[src/rtl/logic_unit_pipe.sv]
// logic_unit_pipe: two-stage pipelined bitwise logic unit with a valid/ready
// handshake on both sides. Stage 1 registers the operands and opcode; stage 2
// computes the result and registers it together with zero/parity/illegal flags.
// There is no skid buffer, so in_ready is combinational from out_ready.
//
// Optional build macro: LOGIC_UNIT_PIPE_OPCNT_EN adds op_count (consumed beats,
// wrapping) and illegal_count (consumed illegal beats, saturating).
module logic_unit_pipe #(
  parameter int DATA_WIDTH = 8,
  parameter int OP_WIDTH   = 4
) (
  input  logic                  clk,
  input  logic                  rst_n,
  input  logic                  in_valid,
  output logic                  in_ready,
  input  logic [DATA_WIDTH-1:0] a,
  input  logic [DATA_WIDTH-1:0] b,
  input  logic [OP_WIDTH-1:0]   logic_op,
  output logic                  out_valid,
  input  logic                  out_ready,
  output logic [DATA_WIDTH-1:0] result,
  output logic                  zero,
  output logic                  parity,
  output logic                  illegal_op
`ifdef LOGIC_UNIT_PIPE_OPCNT_EN
  ,
  output logic [15:0]           op_count,
  output logic [7:0]            illegal_count
`endif
);

  localparam logic [OP_WIDTH-1:0] OP_AND    = OP_WIDTH'(0);
  localparam logic [OP_WIDTH-1:0] OP_OR     = OP_WIDTH'(1);
  localparam logic [OP_WIDTH-1:0] OP_XOR    = OP_WIDTH'(2);
  localparam logic [OP_WIDTH-1:0] OP_NOT_A  = OP_WIDTH'(3);
  localparam logic [OP_WIDTH-1:0] OP_NAND   = OP_WIDTH'(4);
  localparam logic [OP_WIDTH-1:0] OP_NOR    = OP_WIDTH'(5);
  localparam logic [OP_WIDTH-1:0] OP_XNOR   = OP_WIDTH'(6);
  localparam logic [OP_WIDTH-1:0] OP_ANDN   = OP_WIDTH'(7);
  localparam logic [OP_WIDTH-1:0] OP_PASS_A = OP_WIDTH'(8);
  localparam logic [OP_WIDTH-1:0] OP_PASS_B = OP_WIDTH'(9);

  logic                  s1_valid;
  logic [DATA_WIDTH-1:0] s1_a;
  logic [DATA_WIDTH-1:0] s1_b;
  logic [OP_WIDTH-1:0]   s1_op;
  logic                  s2_valid;
  logic                  s1_adv;
  logic                  s2_adv;
  logic [DATA_WIDTH-1:0] calc_result;
  logic                  calc_illegal;

  assign s2_adv    = !s2_valid || out_ready;
  assign s1_adv    = !s1_valid || s2_adv;
  assign in_ready  = s1_adv;
  assign out_valid = s2_valid;

  // Stage-2 combinational datapath on the stage-1 contents.
  always_comb begin
    calc_result  = '0;
    calc_illegal = 1'b0;
    case (s1_op)
      OP_AND:    calc_result = s1_a & s1_b;
      OP_OR:     calc_result = s1_a | s1_b;
      OP_XOR:    calc_result = s1_a ^ s1_b;
      OP_NOT_A:  calc_result = ~s1_a;
      OP_NAND:   calc_result = ~(s1_a & s1_b);
      OP_NOR:    calc_result = ~(s1_a | s1_b);
      OP_XNOR:   calc_result = ~(s1_a ^ s1_b);
      OP_ANDN:   calc_result = s1_a & ~s1_b;
      OP_PASS_A: calc_result = s1_a;
      OP_PASS_B: calc_result = s1_b;
      default:   calc_illegal = 1'b1;
    endcase
  end

  // Stage 1: operand capture; data registers only load on an accepted beat.
  always_ff @(posedge clk or negedge rst_n) begin
    if (!rst_n) begin
      s1_valid <= 1'b0;
      s1_a     <= '0;
      s1_b     <= '0;
      s1_op    <= '0;
    end else if (s1_adv) begin
      s1_valid <= in_valid;
      if (in_valid) begin
        s1_a  <= a;
        s1_b  <= b;
        s1_op <= logic_op;
      end
    end
  end

  // Stage 2: result and flags; held while stalled or empty.
  always_ff @(posedge clk or negedge rst_n) begin
    if (!rst_n) begin
      s2_valid   <= 1'b0;
      result     <= '0;
      zero       <= 1'b0;
      parity     <= 1'b0;
      illegal_op <= 1'b0;
    end else if (s2_adv) begin
      s2_valid <= s1_valid;
      if (s1_valid) begin
        result     <= calc_result;
        zero       <= (calc_result == '0);
        parity     <= ^calc_result;
        illegal_op <= calc_illegal;
      end
    end
  end

`ifdef LOGIC_UNIT_PIPE_OPCNT_EN
  // Consumed-beat counters: total wraps, illegal saturates.
  always_ff @(posedge clk or negedge rst_n) begin
    if (!rst_n) begin
      op_count      <= '0;
      illegal_count <= '0;
    end else if (s2_valid && out_ready) begin
      op_count <= op_count + 16'd1;
      if (illegal_op && (illegal_count != 8'hFF)) begin
        illegal_count <= illegal_count + 8'd1;
      end
    end
  end
`endif

endmodule

[config.mk]
export PLATFORM = sky130hd
export DESIGN_NAME = logic_unit_pipe
export DESIGN_NICKNAME = d
export VERILOG_FILES = /design/src/rtl/logic_unit_pipe.sv
export SDC_FILE = /design/constraint.sdc
export NUM_CORES = 1
export LEC_CHECK = 0
export ABC_AREA = 1
export CAP_MARGIN = 5
export CORE_MARGIN = 4
export CORE_UTILIZATION = 57
export CTS_BUF_LIST = sky130_fd_sc_hd__clkbuf_8
export DETAILED_ROUTE_END_ITERATION = 10
export GPL_TIMING_DRIVEN = 0
export PLACE_DENSITY = 0.83
export SYNTH_ARGS = -nofsm -noshare
export SYNTH_HDL_FRONTEND = slang
export SYNTH_SLANG_ARGS = --single-unit
export TNS_END_PERCENT = 50
[constraint.sdc]
create_clock -name clk -period 2.9 [get_ports clk]
set_input_delay 0.58 -clock clk [delete_from_list [all_inputs] [get_ports clk]]
set_output_delay 0.58 -clock clk [all_outputs]
set_load 0.01 [all_outputs]
==> results of run 1 <==
[metrics by stage]
step	setup slack (ns)	area, µm²	hold WS (ns)
after floorplan	0.8853	2534	0.2844
after global placement	0.5210	2957	0.4620
after detailed placement	0.4727	2952	0.4658
after CTS	0.4337	3034	0.3786
after global routing	0.1598	3034	0.4037
final	0.4152	3034	0.3443
[kinds of logic (layout without fill, tap and decap cells)]
kind of cell	count (synthesis)	count (layout)	share of synthesized area [%]
compound gates	25	25	4.938
xor+xnor	3	3	1.037
fa+ha+maj	28	28	13.83
buf+inv	76	120	12.00
flops	33	33	32.59
simple gates	210	210	35.60
[area by class of cell]
class,instances,area (µm²)
Timing Repair Buffer,36,355.3
Sequential cell,33,825.8
Fill cell,349,1110
Buffer,14,71.32
Clock inverter,3,13.76
Tap cell,50,62.56
Inverter,62,232.7
Multi-Input combinational cell,266,1404
Clock buffer,5,68.82
[cells in the mapped netlist]
| cell type | n |
|---|---|
| buf_2 | 6 |
| nor2_1 | 40 |
| clkbuf_1 | 3 |
| inv_2 | 1 |
| nor2_4 | 2 |
| nand3_1 | 73 |
| ha_1 | 28 |
| a21oi_1 | 20 |
| nand4_1 | 1 |
| buf_4 | 3 |
| inv_1 | 61 |
| dfrtp_1 | 33 |
| buf_1 | 2 |
| xnor2_1 | 3 |
| nand2_1 | 92 |
| nor2_2 | 2 |
| o21ai_0 | 5 |
[final timing paths]
path / to / slack [ns] / cells after the start
worst max-delay path: parity / 0.42 / 12
worst min-delay path: s1_b[4] / 0.34 / 1
worst max register to register: parity / 0.42 / 12
worst min register to register: result[3] / 0.48 / 2
max in group asynchronous: s1_b[0] / 2.08 / 1
min in group clk: result[3] / 0.48 / 2
[power groups by stage]
stage	clock (µW)	sequential [µW]	combinational, µW
2_1_floorplan	0	671	475
3_3_place_gp	0	647	798
3_5_place_dp	0	651	820
4_1_cts	346	643	828
5_1_grt	368	657	930
6_report	341	643	825
[state kept, by name (all words and copies together) (netlist names)]
register,count
result,8
s1_a,8
s1_b,8
s1_op,4
illegal_op,1
out_valid,1
parity,1
s1_valid,1
zero,1
[worst max-delay path, cell delays in order, from the launching register on]
cell	delay, ns
dfrtp_1	0.45
nor2_1	0.45
nand2_1	0.14
inv_1	0.22
nand2_1	0.08
nand2_1	0.07
inv_1	0.04
nand3_1	0.12
inv_1	0.06
ha_1	0.30
xnor2_1	0.20
xnor2_1	0.14
o21ai_0	0.09
[per-layer routing]
layer,up-vias,part of all wire (%),GRT usage (%)
met5,-,0,0
met2,94,47,41.17
met3,12,6.9,4.005
met4,0,1.8,7.708
li1,1254,-,-
met1,1145,44,35.20
==> reports/qor.csv, run 1 <==
metric;value;unit
yosysWarnings;0;
power.density;596.2;nW/µm²
max_slew_margin;50.39;%
synth.area.top_cells;dfrtp_1 33%, nand3_1 14%, ha_1 14%;
clk_pin_slew;0.07;ns
cp-end-kind;flop;
drcViolationCount;0;
ys_seq_area_share;32.59;%
fmax;402.4;MHz
start_kind;flop;
core-area;4144;µm²
hold_viol;0;
routed_wl;6635;µm
dp_hpwl;4794;µm
gr-total-overflow;0;
cts_resized;0;
cts_setup_buffers;0;
startpoint;s1_op[0];
ir_drop;419.1;µV
clkPwrFrac;18.8;%
dieArea;5576;µm²
postRouteAntennaNets;0;
ys_types;17;
timing.final.crit_period;2.485;ns
p_comb_share;45.6;%
fp-row-count;23;
min-delay-path-class;in -> async;
cap_violations;0;
grt_pass1_vias;2237;
routed_via_density;5.341;
cts_inserted_buffers;5;
die_height;74.67;µm
place_inst;461;
power_switching;723.7;µW
cts_tree;built;
worst_pin_slew;0.7441;ns
cp.required;3.07;ns
p_leak;0.001676;µW
syn_area;2534;µm²
final_net_count;470;
diodes;0;
worst-setup-path-type;reg -> reg;
htreeDepth;2;
status;finished, final reports clean;
path_max_fanout;7;
r2r_start;s1_op[0];
dr.pass1.iters;5;
cts.sinks;33;
antenna_found_initial;0;
final_cell_mix;92 x nand2_1, 73 x nand3_1, 62 x inv_1, 40 x nor2_1, 35 x clkdlybuf4s50_1;
mostFrequentLayoutCell;nand2_1;
p_int;1085;µW
die_width;74.67;µm
area_growth_syn_to_layout;19.75;%
gr-usage-all-layers;25.39;%
final_layout_size_suffix_gt1_share;5.251;%
cp.arrival;2.65;ns
fin_crit_sh;85.68;%
clock_latency;0.29;ns
ys_seq_elements;33;
io_pins;37;
rsz0062_at_grt;false;
synth_nets;427;
grt_max_degree;34;
place_congestion;0.9377;
avgSynthCellArea;6.756;µm²
first_iter_violations;267;
cts_hold_buf;0;
portBuffers;36;
skew;0.005609;ns
p_total;1809;µW
maxSlewViolCount;0;
synth_top_area_share;32.59;%
p_sw_share;40.01;%
synth_area_leader_cell;dfrtp_1;
post-route-util;73.22;%
grt_pass1_wl;10650;µm
start_util;61.14;%
wl_per_cell;14.15;µm
synthCells;375;
seq_power_share;35.6;%
finalSetupViolations;0;
clock_tree.buffer_depth;2;
num_vias;2505;
root_buffer;clkbuf_8;
fin_cells;469;
tns;0;ns
No activity file was read; power rests on OpenSTA's default activity.
==> run 2, diff against run 1 <==
- GPL_ROUTABILITY_DRIVEN: unset -> 0
==> run 2 against run 1 <==
Against the previous run: flip-flop and latch count stayed put; power is 0.29% higher; final cell count stayed put; design area stayed put; die area stayed put; combinational power hardly changed; hold slack worse by 0.0011 ns; critical endpoint unchanged; highest routed layer unchanged.
==> reports/qor.csv, run 2 (synthesis gave the netlist of run 1 again) <==
metric;value;unit
cts_inserted_buffers;5;
start_util;61.14;%
tns;0;ns
ir_drop;425.3;µV
fin_crit_sh;84.06;%
gr-usage-all-layers;25.71;%
dr.pass1.iters;7;
portBuffers;36;
cp.required;3.07;ns
timing.final.crit_period;2.438;ns
clk_pin_slew;0.08;ns
dieArea;5576;µm²
cp-end-kind;flop;
fp-row-count;23;
antenna_found_initial;0;
hold_viol;0;
min-delay-path-class;in -> async;
post-route-util;73.22;%
cp.arrival;2.60;ns
drcViolationCount;0;
postRouteAntennaNets;0;
area_growth_syn_to_layout;19.75;%
mostFrequentLayoutCell;nand2_1;
grt_max_degree;34;
status;finished, final reports clean;
fmax;410.2;MHz
reg.largest.list;result (8), s1_a (8), s1_b (8);
max_slew_margin;51.39;%
worst_pin_slew;0.7291;ns
gr-total-overflow;0;
wl_per_cell;14.23;µm
p_leak;0.001676;µW
cts_hold_buf;0;
cts_resized;0;
path_max_fanout;7;
routed_via_density;5.452;
final_cell_mix;92 x nand2_1, 73 x nand3_1, 62 x inv_1, 40 x nor2_1, 35 x clkdlybuf4s50_1;
root_buffer;clkbuf_8;
routed_wl;6676;µm
clock_latency;0.29;ns
final_net_count;470;
cts.sinks;33;
cap_violations;0;
htreeDepth;2;
worst-setup-path-type;reg -> reg;
die_width;74.67;µm
start_kind;flop;
skew;0.007317;ns
finalSetupViolations;0;
clock_tree.buffer_depth;2;
rsz0062_at_grt;false;
die_height;74.67;µm
diodes;0;
grt_pass1_wl;10870;µm
core-area;4144;µm²
first_iter_violations;216;
grt_pass1_vias;2425;
dp_hpwl;4818;µm
power.density;597.9;nW/µm²
num_vias;2557;
final_layout_size_suffix_gt1_share;5.251;%
cts_tree;built;
maxSlewViolCount;0;
io_pins;37;
cts_setup_buffers;0;
[run 2: cell counts in the layout (fill, tap and decap cells not counted)]
Identical to the previous run, type by type.
[run 2: power by group]
group | total (µW) | internal (µW) | switching [µW]
combinational | 827 | 358 | 469
clock | 343 | 163 | 180
sequential | 644 | 566 | 78.4
total | 1810 | 1090 | 728
[run 2: layout make-up]
class / instances / area (µm²)
Sequential cell: 33 / 825.8
Timing Repair Buffer: 36 / 355.3
Inverter: 62 / 232.7
Tap cell: 50 / 62.56
Buffer: 14 / 71.32
Clock buffer: 5 / 68.82
Fill cell: 360 / 1110
Multi-Input combinational cell: 266 / 1404
Clock inverter: 3 / 13.76
[run 2: path summary, 6_finish.rpt]
| check | from | endpoint | slack (ns) | cells past startpoint |
|---|---|---|---|---|
| min in group clk | result[1] | result[1] | 0.48 | 2 |
| hold / removal | rst_n | s1_a[7] | 0.34 | 1 |
| hold reg to reg | result[1] | result[1] | 0.48 | 2 |
| setup / recovery | s1_op[0] | parity | 0.46 | 12 |
| max in group asynchronous | rst_n | s1_b[0] | 2.08 | 1 |
| setup reg to reg | s1_op[0] | parity | 0.46 | 12 |
[run 2: per-stage QoR]
step	cells	instance area (µm²)	setup WS [ns]	power (µW)	hold slack [ns]
after global routing	469	3034	0.1998	1949	0.4105
after floorplan	375	2534	0.8853	1146	0.2844
after detailed placement	461	2952	0.4948	1470	0.4683
final	469	3034	0.4623	1814	0.3433
after global placement	461	2957	0.5340	1442	0.4622
after CTS	469	3034	0.4660	1815	0.3728
[run 2: critical path, cell delays in order, from the launching register on]
cell and delay (ns):
dfrtp_1 0.44, nor2_1 0.40, nand2_1 0.15, inv_1 0.23, nand2_1 0.08, nand2_1 0.06, inv_1 0.04, nand3_1 0.12
inv_1 0.08, ha_1 0.30, xnor2_1 0.20, xnor2_1 0.14, o21ai_0 0.09
[run 2: layer usage]
metal	GRT usage [%]	up-vias	routed length [µm]	share of wire [%]
met5	0	-	0	0
met4	9.091	0	128	1.9
met3	4.005	12	458	6.9
met2	43.41	122	3213	48
met1	33.59	1168	2876	43
li1	-	1255	-	-
==> run 3, diff against run 2 <==
- clock period: 2.9 -> 2.5 ns (I/O delays scaled with it)
==> run 3 against run 2 <==
Against the previous run: wire length rose by 0.48%; hold slack lost 0.078 ns; combinational power up 18%; maximum frequency rose by 4.8%; highest routed layer unchanged.
==> reports/qor.csv, run 3 (synthesis gave the netlist of run 1 again) <==
metric;value;unit
die_height;74.67;µm
power.density;690.0;nW/µm²
worst_pin_slew;0.7331;ns
fmax;429.9;MHz
drcViolationCount;0;
routed_via_density;5.457;
start_kind;flop;
dp_hpwl;4818;µm
tns;0;ns
cts_tree;built;
final_net_count;471;
slowest_delay;0.44;ns
num_vias;2565;
gr-total-overflow;0;
crit_path_cell_trace;inv_1, nor2_4, clkbuf_4, nand3_1, nand2_1, nor2_1, nand3_1, inv_1, ha_1, xnor2_1, xnor2_1, o21ai_0;
status;finished, final reports clean;
clock_latency;0.29;ns
timing.final.crit_period;2.326;ns
min-delay-path-class;in -> async;
postRouteAntennaNets;0;
maxSlewViolCount;0;
first_iter_violations;206;
area_growth_syn_to_layout;21.48;%
die_width;74.67;µm
worst-setup-path-type;reg -> reg;
cpMaxStageDelayCell;dfrtp_1;
grt_pass1_vias;2425;
p_comb_share;45.8;%
seq_power_share;35.5;%
power_switching;851.5;µW
dieArea;5576;µm²
portBuffers;36;
finalSetupViolations;0;
core-area;4144;µm²
antenna_found_initial;0;
p_leak;0.001680;µW
dr.pass1.iters;6;
cts.sinks;33;
gr-usage-all-layers;25.71;%
path_buf_inv;3;
routed_wl;6708;µm
skew;0.006376;ns
start_util;61.14;%
cp.required;2.67;ns
clkPwrFrac;18.7;%
final_cell_area;3078;µm²
cts_hold_buf;0;
diodes;0;
wl_per_cell;14.27;µm
p_int;1272;µW
cp.arrival;2.49;ns
final_layout_size_suffix_gt1_share;6.905;%
cap_violations;0;
ir_drop;492.2;µV
clk_pin_slew;0.07;ns
cts_inserted_buffers;5;
place_inst;461;
max_slew_margin;51.12;%
root_buffer;clkbuf_8;
p_sw_share;40.10;%
fp-row-count;23;
fin_cells;470;
path_delay_family;simple AND/OR/NAND/NOR gates;
cp-end-kind;flop;
clock_tree.buffer_depth;2;
mostFrequentLayoutCell;nand2_1;
htreeDepth;2;
io_pins;37;
path_max_fanout;10;
grt_max_degree;34;
grt_pass1_wl;10870;µm
hold_viol;0;
fin_crit_sh;93.05;%
placed_cell_area;2952;µm²
final_cell_mix;92 x nand2_1, 73 x nand3_1, 62 x inv_1, 37 x nor2_1, 35 x clkdlybuf4s50_1;
reg.largest.list;result (8), s1_a (8), s1_b (8);
[run 3: changes by cell type in the layout (fill, tap and decap cells not counted), sizes merged]
cell / previous run / this run
clkbuf: 8 / 12
buf: 12 / 9
[run 3: metal layers]
metal	part of all wire, %	routed length (µm)	GRT usage, %	vias to the layer above
li1	-	-	-	1255
met1	43	2869	33.59	1190
met2	48	3222	43.41	107
met3	7.2	481	4.005	13
met4	2.0	133	9.091	0
met5	0	0	0	-
[run 3: power groups by stage]
| stage | clock network [µW] | logic (µW) | registers, µW |
|---|---|---|---|
| after detailed placement | 0 | 950 | 755 |
| after global placement | 0 | 922 | 751 |
| after CTS | 401 | 958 | 746 |
| final | 397 | 973 | 754 |
| after global routing | 429 | 1080 | 771 |
| after floorplan | 0 | 551 | 779 |
[run 3: cell type report]
| class | count | area, µm² |
|---|---|---|
| Timing Repair Buffer | 37 | 362.8 |
| Tap cell | 50 | 62.56 |
| Clock buffer | 5 | 68.82 |
| Multi-Input combinational cell | 266 | 1426 |
| Fill cell | 354 | 1066 |
| Clock inverter | 3 | 13.76 |
| Buffer | 14 | 81.33 |
| Inverter | 62 | 232.7 |
| Sequential cell | 33 | 829.5 |
[run 3: final timing paths]
path | start | endpoint | slack (ns) | cells after the start
setup / recovery | s1_op[3] | parity | 0.17 | 12
hold / removal | rst_n | s1_a[7] | 0.27 | 1
setup reg to reg | s1_op[3] | parity | 0.17 | 12
hold reg to reg | result[1] | result[1] | 0.48 | 2
max in group asynchronous | rst_n | s1_op[2] | 1.72 | 1
min in group clk | result[1] | result[1] | 0.48 | 2
[run 3: metrics by stage]
step	power (µW)	hold slack, ns	setup WS, ns	utilization, %
2_1_floorplan	1330	0.2044	0.4853	-
3_5_place_dp	1705	0.4683	0.09482	71.23
5_1_grt	2283	0.3304	-0.002821	74.28
6_report	2124	0.2651	0.1737	74.28
4_1_cts	2106	0.2928	0.06595	73.22
3_3_place_gp	1673	0.4622	0.1340	71.35
[run 3: worst register-to-register path, cell delays in order, from the launching register on]
cell and delay (ns):
dfrtp_1 0.44, inv_1 0.14, nor2_4 0.23, clkbuf_4 0.28
nand3_1 0.10, nand2_1 0.06, nor2_1 0.04, nand3_1 0.11
inv_1 0.08, ha_1 0.30, xnor2_1 0.20, xnor2_1 0.14
o21ai_0 0.09
[run 3: what timing repair did]
action	CTS	global route
endpoints found under the setup margin	0	1
buffers inserted	0	1
resized for setup	0	13
